===== src/rtl/shift_sequencer_if.sv =====
// Command handshake between an issuing master and the shift sequencer.
interface shift_sequencer_if #(
  parameter int CNT_W = 6
);
  logic             CMD_VALID;
  logic             CMD_READY;
  logic [0:1]       CMD_OP;
  logic [0:1]       CMD_FILL;
  logic [0:CNT_W-1] CMD_COUNT;

  modport master (
    output CMD_VALID, CMD_OP, CMD_FILL, CMD_COUNT,
    input  CMD_READY
  );

  modport slave (
    input  CMD_VALID, CMD_OP, CMD_FILL, CMD_COUNT,
    output CMD_READY
  );
endinterface


===== src/rtl/shift_sequencer.sv =====
// Sequencer for a chain of 4-bit universal shift registers: turns one
// load/shift/no-op command into per-cycle SEL codes and serial fill bits.
module shift_sequencer #(
  parameter int CNT_W = 6
) (
  input  logic        CLK,
  input  logic        RESET,
  shift_sequencer_if.slave cmd,
  input  logic        Q_MSB,
  input  logic        Q_MSB1,
  input  logic        Q_LSB,
  output logic [0:1]  SEL,
  output logic        S0,
  output logic        S3,
  output logic        BUSY,
  output logic        DONE,
  output logic        OVF
);

  typedef enum logic [1:0] {
    ST_IDLE,
    ST_LOAD,
    ST_SHIFT,
    ST_FIN
  } state_e;

  typedef enum logic [1:0] {
    OP_LOAD = 2'b00,
    OP_SHR  = 2'b01,
    OP_SHL  = 2'b10,
    OP_NOP  = 2'b11
  } op_e;

  typedef enum logic [1:0] {
    FILL_ZERO  = 2'b00,
    FILL_ONES  = 2'b01,
    FILL_ROT   = 2'b10,
    FILL_ARITH = 2'b11
  } fill_e;

  state_e           state_q, state_d;
  op_e              op_q, op_d;
  fill_e            fill_q, fill_d;
  logic [CNT_W-1:0] cnt_q, cnt_d;
  logic             ovf_q, ovf_d;
  logic             accept;

  always_ff @(posedge CLK) begin
    if (RESET) begin
      state_q <= ST_IDLE;
      op_q    <= OP_NOP;
      fill_q  <= FILL_ZERO;
      cnt_q   <= '0;
      ovf_q   <= 1'b0;
    end else begin
      state_q <= state_d;
      op_q    <= op_d;
      fill_q  <= fill_d;
      cnt_q   <= cnt_d;
      ovf_q   <= ovf_d;
    end
  end

  always_comb begin
    state_d       = state_q;
    op_d          = op_q;
    fill_d        = fill_q;
    cnt_d         = cnt_q;
    ovf_d         = ovf_q;
    cmd.CMD_READY = (state_q == ST_IDLE) && !RESET;
    accept        = cmd.CMD_VALID && cmd.CMD_READY;

    case (state_q)
      ST_IDLE: begin
        if (accept) begin
          op_d   = op_e'(cmd.CMD_OP);
          fill_d = fill_e'(cmd.CMD_FILL);
          cnt_d  = cmd.CMD_COUNT;
          ovf_d  = 1'b0;
          case (op_e'(cmd.CMD_OP))
            OP_LOAD: state_d = ST_LOAD;
            OP_SHR,
            OP_SHL:  state_d = (cmd.CMD_COUNT != '0) ? ST_SHIFT : ST_FIN;
            default: state_d = ST_FIN;
          endcase
        end
      end
      ST_LOAD: state_d = ST_FIN;
      ST_SHIFT: begin
        // Overflow: the bit about to become the sign differs from the sign.
        if (op_q == OP_SHL && fill_q == FILL_ARITH && Q_MSB != Q_MSB1)
          ovf_d = 1'b1;
        if (cnt_q == CNT_W'(1)) begin
          state_d = ST_FIN;
          cnt_d   = '0;
        end else begin
          cnt_d = cnt_q - CNT_W'(1);
        end
      end
      default: state_d = ST_IDLE;
    endcase
  end

  always_comb begin
    SEL  = 2'b11;
    S0   = 1'b0;
    S3   = 1'b0;
    BUSY = (state_q != ST_IDLE);
    DONE = (state_q == ST_FIN);
    OVF  = ovf_q;

    case (state_q)
      ST_LOAD: SEL = 2'b00;
      ST_SHIFT: begin
        if (op_q == OP_SHR) begin
          SEL = 2'b01;
          case (fill_q)
            FILL_ZERO: S0 = 1'b0;
            FILL_ONES: S0 = 1'b1;
            FILL_ROT:  S0 = Q_LSB;
            default:   S0 = Q_MSB;
          endcase
        end else begin
          SEL = 2'b10;
          case (fill_q)
            FILL_ONES: S3 = 1'b1;
            FILL_ROT:  S3 = Q_MSB;
            default:   S3 = 1'b0;
          endcase
        end
      end
      default: SEL = 2'b11;
    endcase
  end

endmodule


===== src/flat_wrapper.sv =====
// flat-port wrapper written by rule: the top's interface ports become plain ports
module shift_sequencer_flat 
#(
  parameter int CNT_W = 6
)
  (CLK, RESET, Q_MSB, Q_MSB1, Q_LSB, SEL, S0, S3, BUSY, DONE, OVF, cmd_CMD_VALID, cmd_CMD_OP, cmd_CMD_FILL, cmd_CMD_COUNT, cmd_CMD_READY);
  shift_sequencer_if #(.CNT_W(CNT_W)) cmd_i ();
  input  logic CLK;
  input  logic RESET;
  input  logic Q_MSB;
  input  logic Q_MSB1;
  input  logic Q_LSB;
  output logic [0:1] SEL;
  output logic S0;
  output logic S3;
  output logic BUSY;
  output logic DONE;
  output logic OVF;
  input wire logic [$bits(cmd_i.CMD_VALID)-1:0] cmd_CMD_VALID;
  input wire logic [$bits(cmd_i.CMD_OP)-1:0] cmd_CMD_OP;
  input wire logic [$bits(cmd_i.CMD_FILL)-1:0] cmd_CMD_FILL;
  input wire logic [$bits(cmd_i.CMD_COUNT)-1:0] cmd_CMD_COUNT;
  output wire logic [$bits(cmd_i.CMD_READY)-1:0] cmd_CMD_READY;
  assign cmd_i.CMD_VALID = cmd_CMD_VALID;
  assign cmd_i.CMD_OP = cmd_CMD_OP;
  assign cmd_i.CMD_FILL = cmd_CMD_FILL;
  assign cmd_i.CMD_COUNT = cmd_CMD_COUNT;
  assign cmd_CMD_READY = cmd_i.CMD_READY;
  shift_sequencer #(.CNT_W(CNT_W)) u_core (.CLK(CLK), .RESET(RESET), .cmd(cmd_i), .Q_MSB(Q_MSB), .Q_MSB1(Q_MSB1), .Q_LSB(Q_LSB), .SEL(SEL), .S0(S0), .S3(S3), .BUSY(BUSY), .DONE(DONE), .OVF(OVF));
endmodule

===== config.mk =====
export PLATFORM = sky130hd
export DESIGN_NAME = shift_sequencer_flat
export DESIGN_NICKNAME = d
export VERILOG_FILES = /design/src/rtl/shift_sequencer_if.sv /design/src/rtl/shift_sequencer.sv /design/src/flat_wrapper.sv
export SDC_FILE = /design/constraint.sdc
export NUM_CORES = 1
export LEC_CHECK = 0
export CORE_ASPECT_RATIO = 1.25
export CORE_MARGIN = 3
export CORE_UTILIZATION = 45
export DETAILED_ROUTE_END_ITERATION = 6
export PLACE_DENSITY_LB_ADDON = 0.25
export SETUP_SLACK_MARGIN = 0.4
export SKIP_CTS_REPAIR_TIMING = 1
export SYNTH_ARGS = -nofsm -noshare
export SYNTH_HDL_FRONTEND = slang
export SYNTH_SLANG_ARGS = --single-unit
export TNS_END_PERCENT = 30

===== constraint.sdc =====
create_clock -name CLK -period 1.8 [get_ports CLK]
set_input_delay 0.18 -clock CLK [delete_from_list [all_inputs] [get_ports CLK]]
set_output_delay 0.18 -clock CLK [all_outputs]
set_load 0.005 [all_outputs]

==> flow_metrics.env <==
export IMPL_critPathCaptureType="output port"
export IMPL_worst_ep_arrival_time_ns=1.56
export IMPL_cts_tree="yes"
export IMPL_cp_num_cells=4
export IMPL_h_tree_depth=1
export IMPL_grt_use_total_pct=20.49
export IMPL_grtUsageMet2_pct=33.52
export IMPL_area_growth_pct=51.99
export IMPL_grt_first_pass_wirelength_um=4167
export IMPL_synth_seq_cells=13
export IMPL_grt_max_degree=15
export IMPL_rr_endpoint="u_core.cnt_q[3]$_SDFFE_PP0P_"
export IMPL_crit_chain="inv_4 > ha_4 > and2b_4 > clkdlybuf4s50_1"
export IMPL_ys_top_cells_by_area="dfxtp_1 27%, ha_1 17%, a21oi_1 9.2%"
export IMPL_ant_nets=0
export IMPL_final_cells=182
export IMPL_crit_path_start_kind="register"
export IMPL_vias=1061
export IMPL_place_area_mm2=0.001306
export IMPL_path_buf_inv=2
export IMPL_dieArea_mm2=0.002764
export IMPL_startpoint="u_core.state_q[1]$_SDFFE_PP0P_"
export IMPL_combPwrFrac_pct=67.4
export IMPL_drv_slew=0
export IMPL_dr_first_iter_drc_count=16
export IMPL_worst_r2r_setup_slack_ns=0.08
export IMPL_wl_um=2794
export IMPL_relSlewSlack_pct=75.49
export IMPL_status="finished clean"
export IMPL_rsz0062_at_grt="true"
export IMPL_met1_usage_pct=26.29
export IMPL_synth_most_common_cell="a21oi_1"
export IMPL_met3_usage_pct=3.727
export IMPL_required_ns=1.62
export IMPL_synth_distinct_cells=36
export IMPL_power_internal_mw=1.242
export IMPL_nNetsFinal=192
export IMPL_cts_made_buffers=3
export IMPL_overflow=0
export IMPL_place_inst=164
export IMPL_drive_above_1_share_pct=31.48
export IMPL_antennaDiodeCount=0
export IMPL_irDropWorstVdd_uv=1002
export IMPL_start_util_pct=48.09
export IMPL_endpoint="cmd_CMD_READY"
export IMPL_yosysSeqAreaShare_pct=26.70
export IMPL_hold_violations=0
export IMPL_crit_fanout=6
export IMPL_remaining_drc_errors=0
export IMPL_synth_top_area_share_pct=26.70
export IMPL_setup_tns_ns=0
export IMPL_grt_busiest_layer="met2"
export IMPL_syn_nets=149
export IMPL_core_area_mm2=0.002027
export IMPL_syn_instance_count=120
export IMPL_dieWidth_um=47.63
export IMPL_cts_root_buf="clkbuf_4"
export IMPL_leakagePower_nw=0.6195
export IMPL_fmax_mhz=575.1
export IMPL_synth_common_cells="18 x a21oi_1, 13 x dfxtp_1, 13 x ha_1, 12 x inv_1, 11 x o21ai_0"
export IMPL_ys_async_sr_fraction_pct=0
export IMPL_finish_instance_area_mm2=0.001481
export IMPL_avgSynthCellArea_um2=8.122
export IMPL_clk_latency_ns=0.29
export IMPL_switchingPower_mw=0.9118
export IMPL_fin_crit_sh_pct=96.60
export IMPL_reg2reg_depth=7
export IMPL_io_buffers=23
export IMPL_r2r_start="u_core.state_q[0]$_SDFFE_PP0P_"
export IMPL_dp_hpwl_um=2015
export IMPL_yosysWarnings=0
export IMPL_cts_buffer_depth=2
export IMPL_drtPass1Iterations=4
export IMPL_skew_ns=0.005787
export IMPL_drv_cap=0
export IMPL_synth_edff_count=0
export IMPL_clock_sinks=13
export IMPL_gp_congestion=0.8764
export IMPL_setup_viol=0
export IMPL_avgRoutedWirePerCell_um=15.35
export IMPL_slowest_delay_ns=0.49
export IMPL_rows=18
export IMPL_synth_area_um2=974.7
export IMPL_ios=24
export IMPL_synth_main_ff_cell="dfxtp_1"
export IMPL_tightestPinTransition_ns=0.3584
export IMPL_switching_share_pct=42.33
export IMPL_p_clk_share_pct=9.3
export IMPL_slowest_stage="clkdlybuf4s50_1"
export IMPL_antenna_found_initial=0
export IMPL_powerDensity_mw_per_mm2=1454
export IMPL_synth_largest_area_cell="dfxtp_1"
export IMPL_grt_pass1_vias=934
export IMPL_seqPwrFrac_pct=23.3
export IMPL_hp_class="input port to register"
export IMPL_drt_vias_per_instance=5.830
export IMPL_clk_pin_slew_ns=0.10
export IMPL_cp_top_family="buffers and inverters"
export IMPL_fin_crit_ns=1.739
export IMPL_die_h_um=58.04
export IMPL_critical_path_class="register to output port"
[registers in the layout, summed over array words and instances, names as in the netlist]
signal          cells
u_core.OVF          1
u_core.cnt_q        6
u_core.fill_q       2
u_core.op_q         2
u_core.state_q      2
[cell families after synthesis]
group	after synthesis	synth area share, %
AO/OA/AOI/OAI	43	27.86
XOR/XNOR	1	0.8988
adder cells (fa/ha/maj)	13	16.69
buffers and inverters	15	7.188
flip-flops	13	26.70
AND/OR/NAND/NOR	35	20.67
[cell type report]
class,count,area [um2]
multi-input combinational,92,734.5
fill,153,545.5
timing repair buffer,41,366.6
sequential,13,275.3
inverter,12,52.55
tap,20,25.02
clock buffer,3,22.52
clock inverter,1,5.005
[worst min path at each step]
stage                                            from  cells past startpoint  slack, ns                             to
after floorplan                                 RESET                      1       0.27    u_core.op_q[0]$_SDFFE_PP1P_
after global placement    u_core.op_q[0]$_SDFFE_PP1P_                      1       0.46    u_core.op_q[0]$_SDFFE_PP1P_
after detailed placement  u_core.op_q[1]$_SDFFE_PP1P_                      1       0.48    u_core.op_q[1]$_SDFFE_PP1P_
after CTS                             cmd_CMD_FILL[1]                      3       0.46  u_core.fill_q[1]$_SDFFE_PP0P_
after global routing                  cmd_CMD_FILL[1]                      3       0.48  u_core.fill_q[1]$_SDFFE_PP0P_
final                                 cmd_CMD_FILL[1]                      3       0.45  u_core.fill_q[1]$_SDFFE_PP0P_
[power groups by stage]
| stage | clock network [mW] | registers [mW] | logic, mW |
|---|---|---|---|
| 2_1_floorplan | 0 | 0.475 | 0.796 |
| 3_3_place_gp | 0 | 0.490 | 1.12 |
| 3_5_place_dp | 0 | 0.496 | 1.15 |
| 4_1_cts | 0.204 | 0.488 | 1.16 |
| 5_1_grt | 0.215 | 0.511 | 1.57 |
| 6_report | 0.201 | 0.501 | 1.45 |
[layer usage]
metal / up-vias / wire [um]
li1: 521 / -
met1: 507 / 1162
met2: 29 / 1488
met3: 4 / 112
met4: 0 / 31
met5: - / 0
[worst register-to-register path, stage by stage (launching register included)]
cell       delay (ns)
dfxtp_4          0.37
inv_4            0.07
ha_4             0.17
buf_4            0.12
or4b_4           0.48
o2bb2ai_2        0.15
a21oi_1          0.07
a311oi_1         0.19
[per-stage QoR]
| step | total power, mW | hold WS [ns] | util [%] | setup WS, ns |
|---|---|---|---|---|
| 4_1_cts | 1.851 | 0.4570 | 65.80 | -0.2761 |
| 3_3_place_gp | 1.612 | 0.4626 | 64.44 | 0.08385 |
| 2_1_floorplan | 1.271 | 0.2744 | - | 0.3497 |
| 6_report | 2.154 | 0.4491 | 73.09 | 0.06117 |
| 3_5_place_dp | 1.647 | 0.4784 | 64.44 | -0.004170 |
| 5_1_grt | 2.295 | 0.4847 | 73.09 | 0.01744 |
[layout by cell type, fill, tap and decap left out, drive strengths merged]
cell type      instances
buf                   19
a21oi                 19
clkdlybuf4s50         18
ha                    13
dfxtp                 13
inv                   12
o21ai                 11
nor2                   9
nand2                  6
nor2b                  4
clkbuf                 4
nor3                   3
dlymetal6s2s           3
or4                    2
nand3                  2
a211o                  2
a2111oi                2
and2b                  1
nor4                   1
xnor2                  1
nand4b                 1
or3                    1
nor3b                  1
a21o                   1
or4b                   1
o2bb2ai                1
a311oi                 1
nand3b                 1
o211ai                 1
a221oi                 1
a211oi                 1
nor4b                  1
o41ai                  1
and3                   1
o32a                   1
a21boi                 1
clkinv                 1
Power figures use the tool's default switching activity.
